<file path="config.mk">
export PLATFORM = sky130hd
export DESIGN_NAME = led_cube_layer_scanner
export DESIGN_NICKNAME = d
export VERILOG_FILES = /design/src/rtl/led_cube_pkg.sv /design/src/rtl/led_cube_frame_buffer.sv /design/src/rtl/led_cube_layer_scanner.sv
export SDC_FILE = /design/constraint.sdc
export NUM_CORES = 1
export LEC_CHECK = 0
export CAP_MARGIN = 5
export CELL_PAD_IN_SITES_DETAIL_PLACEMENT = 1
export CELL_PAD_IN_SITES_GLOBAL_PLACEMENT = 1
export CORE_AREA = 10 10 134 148
export DETAILED_ROUTE_END_ITERATION = 8
export DIE_AREA = 0 0 144 158
export HOLD_SLACK_MARGIN = 0.12
export PLACE_DENSITY = 0.78
export SLEW_MARGIN = 10
export SYNTH_ARGS = -nofsm -noshare
export SYNTH_HDL_FRONTEND = slang
export SYNTH_SLANG_ARGS = --single-unit
</file>
<file path="constraint.sdc">
create_clock -name clk -period 4.45 [get_ports clk]
set_input_delay 0.89 -clock clk [delete_from_list [all_inputs] [get_ports clk]]
set_output_delay 0.89 -clock clk [all_outputs]
set_load 0.02 [all_outputs]
</file>
<file path="src/rtl/led_cube_pkg.sv">
// Shared types and constants for the LED cube display stage.
//   scan_state_t   : layer-scanner FSM states
//   DEFAULT_N      : default cube edge length
//   GPIO_W         : width of the GPIO_0 header bus
//   COL_LSB        : bit offset of the column field on GPIO_0
//   LAYER_LSB      : bit offset of the layer field on GPIO_0 (default N)
//   layer_lsb()    : layer field offset for an arbitrary edge length
//   inactive_level(): pin level that turns a pin off for a given polarity
package led_cube_pkg;

    typedef enum logic [1:0] {
        IDLE  = 2'd0,
        BLANK = 2'd1,
        ON    = 2'd2
    } scan_state_t;

    localparam int unsigned DEFAULT_N = 4;
    localparam int unsigned GPIO_W    = 36;
    localparam int unsigned COL_LSB   = 0;
    localparam int unsigned LAYER_LSB = DEFAULT_N * DEFAULT_N;

    // Layer pins sit directly above the N*N column pins.
    function automatic int unsigned layer_lsb(input int unsigned n);
        return n * n;
    endfunction

    // An active-high pin is off at 0, an active-low pin is off at 1.
    function automatic logic inactive_level(input bit active_high);
        return ~active_high;
    endfunction

endpackage

</file>
<file path="src/rtl/led_cube_frame_buffer.sv">
// Double-buffered frame store for the LED cube.
//   clk, reset_n : clock, async active-low reset (banks are not cleared)
//   wr_en/wr_layer/wr_data : registered write of one layer word into the back bank
//   swap_req     : request to present the back bank at the next frame boundary
//   frame_wrap   : high in the cycle the scanner wraps from layer N-1 to 0
//   rd_layer     : layer read from the display bank
//   rd_data_c    : combinational read data
//   swap_done    : registered one-cycle pulse when the display bank flips
module led_cube_frame_buffer
    import led_cube_pkg::*;
#(
    parameter int unsigned N          = DEFAULT_N,
    parameter int unsigned WR_LAYER_W = $clog2(N)
) (
    input  logic                  clk,
    input  logic                  reset_n,
    input  logic                  wr_en,
    input  logic [WR_LAYER_W-1:0] wr_layer,
    input  logic [N*N-1:0]        wr_data,
    input  logic                  swap_req,
    input  logic                  frame_wrap,
    input  logic [$clog2(N)-1:0]  rd_layer,
    output logic [N*N-1:0]        rd_data_c,
    output logic                  swap_done
);

    localparam int unsigned LW = $clog2(N);

    logic [N*N-1:0] mem_q [2][N];
    logic           display_bank_q, display_bank_d;
    logic           pending_q, pending_d;
    logic           swap_done_q, swap_done_d;
    logic           flip;
    logic           wr_bank;
    logic           wr_ok;
    int unsigned    wr_layer_idx;

    // Swap bookkeeping; a request arriving on the wrap cycle itself still flips.
    always_comb begin
        flip           = frame_wrap && (pending_q || swap_req);
        display_bank_d = display_bank_q ^ flip;
        pending_d      = flip ? 1'b0 : (pending_q || swap_req);
        swap_done_d    = flip;
        // Writes target the bank that will be in the back after this edge.
        wr_bank        = ~display_bank_d;
        wr_layer_idx   = 32'(wr_layer);
        wr_ok          = wr_en && (wr_layer_idx < N);
    end

    always_ff @(posedge clk or negedge reset_n) begin
        if (!reset_n) begin
            display_bank_q <= 1'b0;
            pending_q      <= 1'b0;
            swap_done_q    <= 1'b0;
        end else begin
            display_bank_q <= display_bank_d;
            pending_q      <= pending_d;
            swap_done_q    <= swap_done_d;
        end
    end

    // Frame storage keeps its contents through reset.
    always_ff @(posedge clk) begin
        if (wr_ok) begin
            mem_q[wr_bank][LW'(wr_layer)] <= wr_data;
        end
    end

    assign rd_data_c = mem_q[display_bank_q][rd_layer];
    assign swap_done = swap_done_q;

endmodule

</file>
<file path="src/rtl/led_cube_layer_scanner.sv">
// Layer-multiplexed LED cube driver with double-buffered frames,
// per-layer blanking and 8-bit PWM brightness.
//   clk, reset_n : 50 MHz clock, async active-low reset
//   enable       : scan enable; low returns to IDLE with pins off
//   brightness   : PWM duty threshold (0 = dark)
//   wr_en/wr_layer/wr_data : layer word write into the back bank
//   swap_req     : present the back bank at the next frame boundary
//   swap_done    : pulse when the bank flip takes effect
//   frame_tick   : pulse at each layer N-1 -> 0 wrap
//   cur_layer    : layer being scanned
//   gpio         : [N*N-1:0] columns, [N*N+N-1:N*N] layers, rest 0
module led_cube_layer_scanner
    import led_cube_pkg::*;
#(
    parameter int unsigned N                 = DEFAULT_N,
    parameter int unsigned DWELL_CYCLES      = 12500,
    parameter int unsigned BLANK_CYCLES      = 50,
    parameter bit          COL_ACTIVE_HIGH   = 1'b1,
    parameter bit          LAYER_ACTIVE_HIGH = 1'b0,
    parameter int unsigned WR_LAYER_W        = $clog2(N)
) (
    input  logic                  clk,
    input  logic                  reset_n,
    input  logic                  enable,
    input  logic [7:0]            brightness,
    input  logic                  wr_en,
    input  logic [WR_LAYER_W-1:0] wr_layer,
    input  logic [N*N-1:0]        wr_data,
    input  logic                  swap_req,
    output logic                  swap_done,
    output logic                  frame_tick,
    output logic [$clog2(N)-1:0]  cur_layer,
    output logic [GPIO_W-1:0]     gpio
);

    localparam int unsigned LW        = $clog2(N);
    localparam int unsigned NCOL      = N * N;
    localparam int unsigned LAYER_OFS = layer_lsb(N);
    localparam int unsigned CNT_MAX   = (DWELL_CYCLES > BLANK_CYCLES) ? DWELL_CYCLES : BLANK_CYCLES;
    localparam int unsigned CNT_W     = $clog2(CNT_MAX + 1);
    localparam logic        COL_OFF   = inactive_level(COL_ACTIVE_HIGH);
    localparam logic        LAYER_OFF = inactive_level(LAYER_ACTIVE_HIGH);

    function automatic logic [GPIO_W-1:0] pack_gpio(input logic [NCOL-1:0] cols,
                                                    input logic [N-1:0]    layers);
        logic [GPIO_W-1:0] g;
        g                     = '0;
        g[COL_LSB +: NCOL]    = cols;
        g[LAYER_OFS +: N]     = layers;
        return g;
    endfunction

    localparam logic [GPIO_W-1:0] GPIO_IDLE = pack_gpio({NCOL{COL_OFF}}, {N{LAYER_OFF}});

    scan_state_t       state_q, state_d;
    logic [LW-1:0]     layer_q, layer_d;
    logic [CNT_W-1:0]  cnt_q, cnt_d;
    logic [7:0]        pwm_q, pwm_d;
    logic [NCOL-1:0]   col_reg_q, col_reg_d;
    logic [GPIO_W-1:0] gpio_q, gpio_d;
    logic              frame_tick_q, frame_tick_d;
    logic              frame_wrap;
    logic [NCOL-1:0]   rd_data;
    logic [NCOL-1:0]   col_on;
    logic [N-1:0]      layer_on;

    led_cube_frame_buffer #(
        .N          (N),
        .WR_LAYER_W (WR_LAYER_W)
    ) u_frame_buffer (
        .clk        (clk),
        .reset_n    (reset_n),
        .wr_en      (wr_en),
        .wr_layer   (wr_layer),
        .wr_data    (wr_data),
        .swap_req   (swap_req),
        .frame_wrap (frame_wrap),
        .rd_layer   (layer_q),
        .rd_data_c  (rd_data),
        .swap_done  (swap_done)
    );

    // State register.
    always_ff @(posedge clk or negedge reset_n) begin
        if (!reset_n) begin
            state_q      <= IDLE;
            layer_q      <= '0;
            cnt_q        <= '0;
            pwm_q        <= '0;
            col_reg_q    <= '0;
            gpio_q       <= GPIO_IDLE;
            frame_tick_q <= 1'b0;
        end else begin
            state_q      <= state_d;
            layer_q      <= layer_d;
            cnt_q        <= cnt_d;
            pwm_q        <= pwm_d;
            col_reg_q    <= col_reg_d;
            gpio_q       <= gpio_d;
            frame_tick_q <= frame_tick_d;
        end
    end

    // Next-state: blank window, lit window, layer advance and frame wrap.
    always_comb begin
        state_d    = state_q;
        layer_d    = layer_q;
        cnt_d      = cnt_q;
        pwm_d      = pwm_q;
        col_reg_d  = col_reg_q;
        frame_wrap = 1'b0;
        if (!enable) begin
            state_d = IDLE;
            layer_d = '0;
            cnt_d   = '0;
            pwm_d   = '0;
        end else begin
            unique case (state_q)
                IDLE: begin
                    state_d = BLANK;
                    layer_d = '0;
                    cnt_d   = '0;
                end
                BLANK: begin
                    // Latch on the first blank cycle so a bank flip at the wrap is seen.
                    if (cnt_q == '0) begin
                        col_reg_d = rd_data;
                    end
                    if (cnt_q == CNT_W'(BLANK_CYCLES - 1)) begin
                        state_d = ON;
                        cnt_d   = '0;
                        pwm_d   = '0;
                    end else begin
                        cnt_d = cnt_q + CNT_W'(1);
                    end
                end
                ON: begin
                    pwm_d = pwm_q + 8'd1;
                    if (cnt_q == CNT_W'(DWELL_CYCLES - 1)) begin
                        state_d = BLANK;
                        cnt_d   = '0;
                        if (layer_q == LW'(N - 1)) begin
                            layer_d    = '0;
                            frame_wrap = 1'b1;
                        end else begin
                            layer_d = layer_q + LW'(1);
                        end
                    end else begin
                        cnt_d = cnt_q + CNT_W'(1);
                    end
                end
                default: begin
                    state_d = IDLE;
                    layer_d = '0;
                    cnt_d   = '0;
                    pwm_d   = '0;
                end
            endcase
        end
    end

    // Outputs are computed from next-state values so the registered pins line up with state_q.
    always_comb begin
        col_on       = '0;
        layer_on     = '0;
        frame_tick_d = frame_wrap;
        if (state_d == ON) begin
            layer_on[layer_d] = 1'b1;
            if (pwm_d < brightness) begin
                col_on = col_reg_d;
            end
        end
        gpio_d = pack_gpio(col_on ^ {NCOL{COL_OFF}}, layer_on ^ {N{LAYER_OFF}});
    end

    assign gpio       = gpio_q;
    assign frame_tick = frame_tick_q;
    assign cur_layer  = layer_q;

endmodule

</file>
==> run metrics <==
status complete, no violations; flops & latches, synth 194; Die ar. 22,750 um^2; # hold bufs at CTS 0; Max IR drop VDD 0.2798 mV; measured slew at the worst slew-check pin 785.8 ps; DR iter-0 viols 233; Multi-input gate area 2420 um^2; critical path required time 4830 ps; number of distinct library cells after synthesis 50; CP arrival 4000 ps; clock-pin slew on the worst setup and hold paths 70 ps; Flop pwr share 54.1%; Area growth, synth to finish 16.97%; Core Area 16,830 um^2; final hold violations 0; NetSw 0.0007724 W; Port Buffers 54; gr ovfl total 0; Synth area leader edfxtp_1; die width 144 um; Post-synth EDFFs 128; WS Path Type register to register; clock power share 41.8%; Top FF cell, synth edfxtp_1; Max-cap violations 0; Clock Tree Buf Depth 2; crit-path max FO 16; design area 9477 um^2; DRC 0; Clock Root Buffer clkbuf_16; final WL 17,350 um; largest net degree at the start of global routing 37; Fillers 1,555; 1st-pass router iterations 4; f_max 276.0 MHz; HPWL Detailed 11,630 um; DR vias/cell 5.455; global-route wire length before repair 27,900 um; Die Span Y 158 um; FF+latch area 5502 um^2; CTS tree done; Final Util 56.31%; io pins 71; Tightest Hold Check Type register to register; Max Clock Skew 11.50 ps; Routed Antenna Nets 0; Pleak 3.461 nW; Std-Cell Rows 50; top-area cell type share of the netlist area 47.44%; fin crit share 81.41%; Mapped Cells 490; ANT cells 0; PwrDens 390.7 nW/um^2; placed cells 748; Synth top cells by count edfxtp_1 (128), dfrtp_1 (62), nor2_1 (41); Num CTS Buffers 17; Final #Nets 606; routed wl met2 8977 um; initial antenna violation count 0; placed cell area 8886 um^2; Overall Global Routing Usage 16.42%; metal3 WL 864 um; Initial Utilization 48.14%; WL per Instance 22.24 um; Syn. warnings 0; clock sink total 194; largest cells by area after synthesis edfxtp_1 (47%), dfrtp_1 (19%), mux4_2 (8.9%), mux2_2 (4.4%), ha_1 (2.5%); Slew Limit Fails 0; top sig layer met4; M1 WL 7267 um; Seq/Total Area, Yosys 67.89%; Int Power 0.002930 W; CP startpoint kind register; via count 4,255; Slew headroom 47.61%; Mapped Area 8102 um^2; postcts setup bufs 0; combinational cell fraction of total power 4.2%; Post-Layout Cell Count 780; final worst path period need 3623 ps; vias in the first global route 4,828; H-tree Lvls 4; Setup Viol. Count Final 0; asr flop ratio synth 34.02%; Worst setup EP type register; worst skew pair latency 440 ps; Setup TNS 0 ps; Mean Syn Cell Area 16.53 um^2; post-cts resize count 0; unrepaired setup endpoints after global routing no; share of cells above drive strength 1 25.70%; switching share of power 20.86%; routability cong. 0.8522; count leader, synth edfxtp_1
[path summary, 6_finish.rpt]
| check | to | from | cells after the start | slack [ps] |
|---|---|---|---|---|
| min in group asynchronous | pwm_q[3] | reset_n | 1 | 530 |
| worst min-delay path | col_reg_q[11] | col_reg_q[11] | 1 | 500 |
| worst max-delay path | gpio[2] | cnt_q[2] | 12 | 830 |
| max in group asynchronous | u_frame_buffer.display_bank_q | reset_n | 2 | 2970 |
| worst min register to register | col_reg_q[11] | col_reg_q[11] | 1 | 500 |
| worst max register to register | gpio[2] | cnt_q[2] | 12 | 830 |
[layout by cell type, fill, tap and decap left out, drive strengths merged, types with 8 or more instances in the layout]
| cell type | n |
|---|---|
| a21oi | 8 |
| buf | 16 |
| clkbuf | 19 |
| clkdlybuf4s50 | 53 |
| conb | 16 |
| dfrtp | 62 |
| edfxtp | 128 |
| ha | 16 |
| inv | 18 |
| mux2 | 32 |
| mux4 | 32 |
| nand2 | 18 |
| nand3 | 13 |
| nor2 | 41 |
| nor2b | 11 |
| xnor2 | 10 |
| xor2 | 9 |
[cell families (layout without fill, tap and decap cells)]
| family | after synthesis | count (layout) | share of synthesized area [%] |
|---|---|---|---|
| flops | 194 | 194 | 67.89 |
| compound gates | 28 | 28 | 2.595 |
| fa+ha+maj | 16 | 16 | 2.471 |
| xor+xnor | 19 | 19 | 2.054 |
| simple gates | 119 | 119 | 8.417 |
| mux | 64 | 64 | 13.34 |
| buf+inv | 49 | 116 | 3.181 |
| other cells | 1 | 16 | 0.04629 |
[flip-flops by register name, indices dropped and copies added, names as in the netlist]
name / count
cnt_q: 14
col_reg_q: 16
cur_layer: 2
frame_tick: 1
gpio: 20
pwm_q: 8
state_q: 2
u_frame_buffer.display_bank_q: 1
u_frame_buffer.mem_q: 128
u_frame_buffer.pending_q: 1
u_frame_buffer.swap_done: 1
[cell type report]
| class | count | share of cell area [%] |
|---|---|---|
| Timing Repair Buffer | 69 | 6.839 |
| Sequential cell | 194 | 58.05 |
| Tap cell | 208 | 2.746 |
| Clock buffer | 19 | 4.568 |
| Multi-Input combinational cell | 262 | 25.53 |
| Clock inverter | 13 | 1.664 |
| Inverter | 15 | 0.5941 |
[stage by stage]
step                      hold WS, ps  worst slack [ps]  power, W
after floorplan                 455.1              1098  0.002118
after global placement          473.3             885.2  0.002176
after detailed placement        482.1             791.8  0.002192
after CTS                       499.3             847.8  0.003742
after global routing            516.7             649.1  0.003835
final                           501.1             827.1  0.003703
[per-layer routing]
layer	vias to the layer above	GRT usage [%]
met5	-	0
met1	2217	19.89
met2	90	27.69
met3	19	4.225
li1	1929	-
met4	0	5.888
[critical path, cell delays in order, from the launching register on]
cell	delay (ps)
dfrtp_1	450
nor4_4	430
a41oi_4	220
or2_2	400
a22oi_1	220
nor2_1	90
ha_1	310
a21oi_1	150
nor2b_1	60
o21ai_0	170
o21ai_0	140
or4_4	650
and2b_2	290
[power by group through the flow]
stage	registers (W)	logic, W	clock network [W]
2_1_floorplan	0.00203	0.0000872	0
3_3_place_gp	0.00203	0.000143	0
3_5_place_dp	0.00204	0.000153	0
4_1_cts	0.00200	0.000156	0.00158
5_1_grt	0.00200	0.000171	0.00166
6_report	0.00200	0.000154	0.00155
Note: power is estimated with default switching activity, not from simulation.
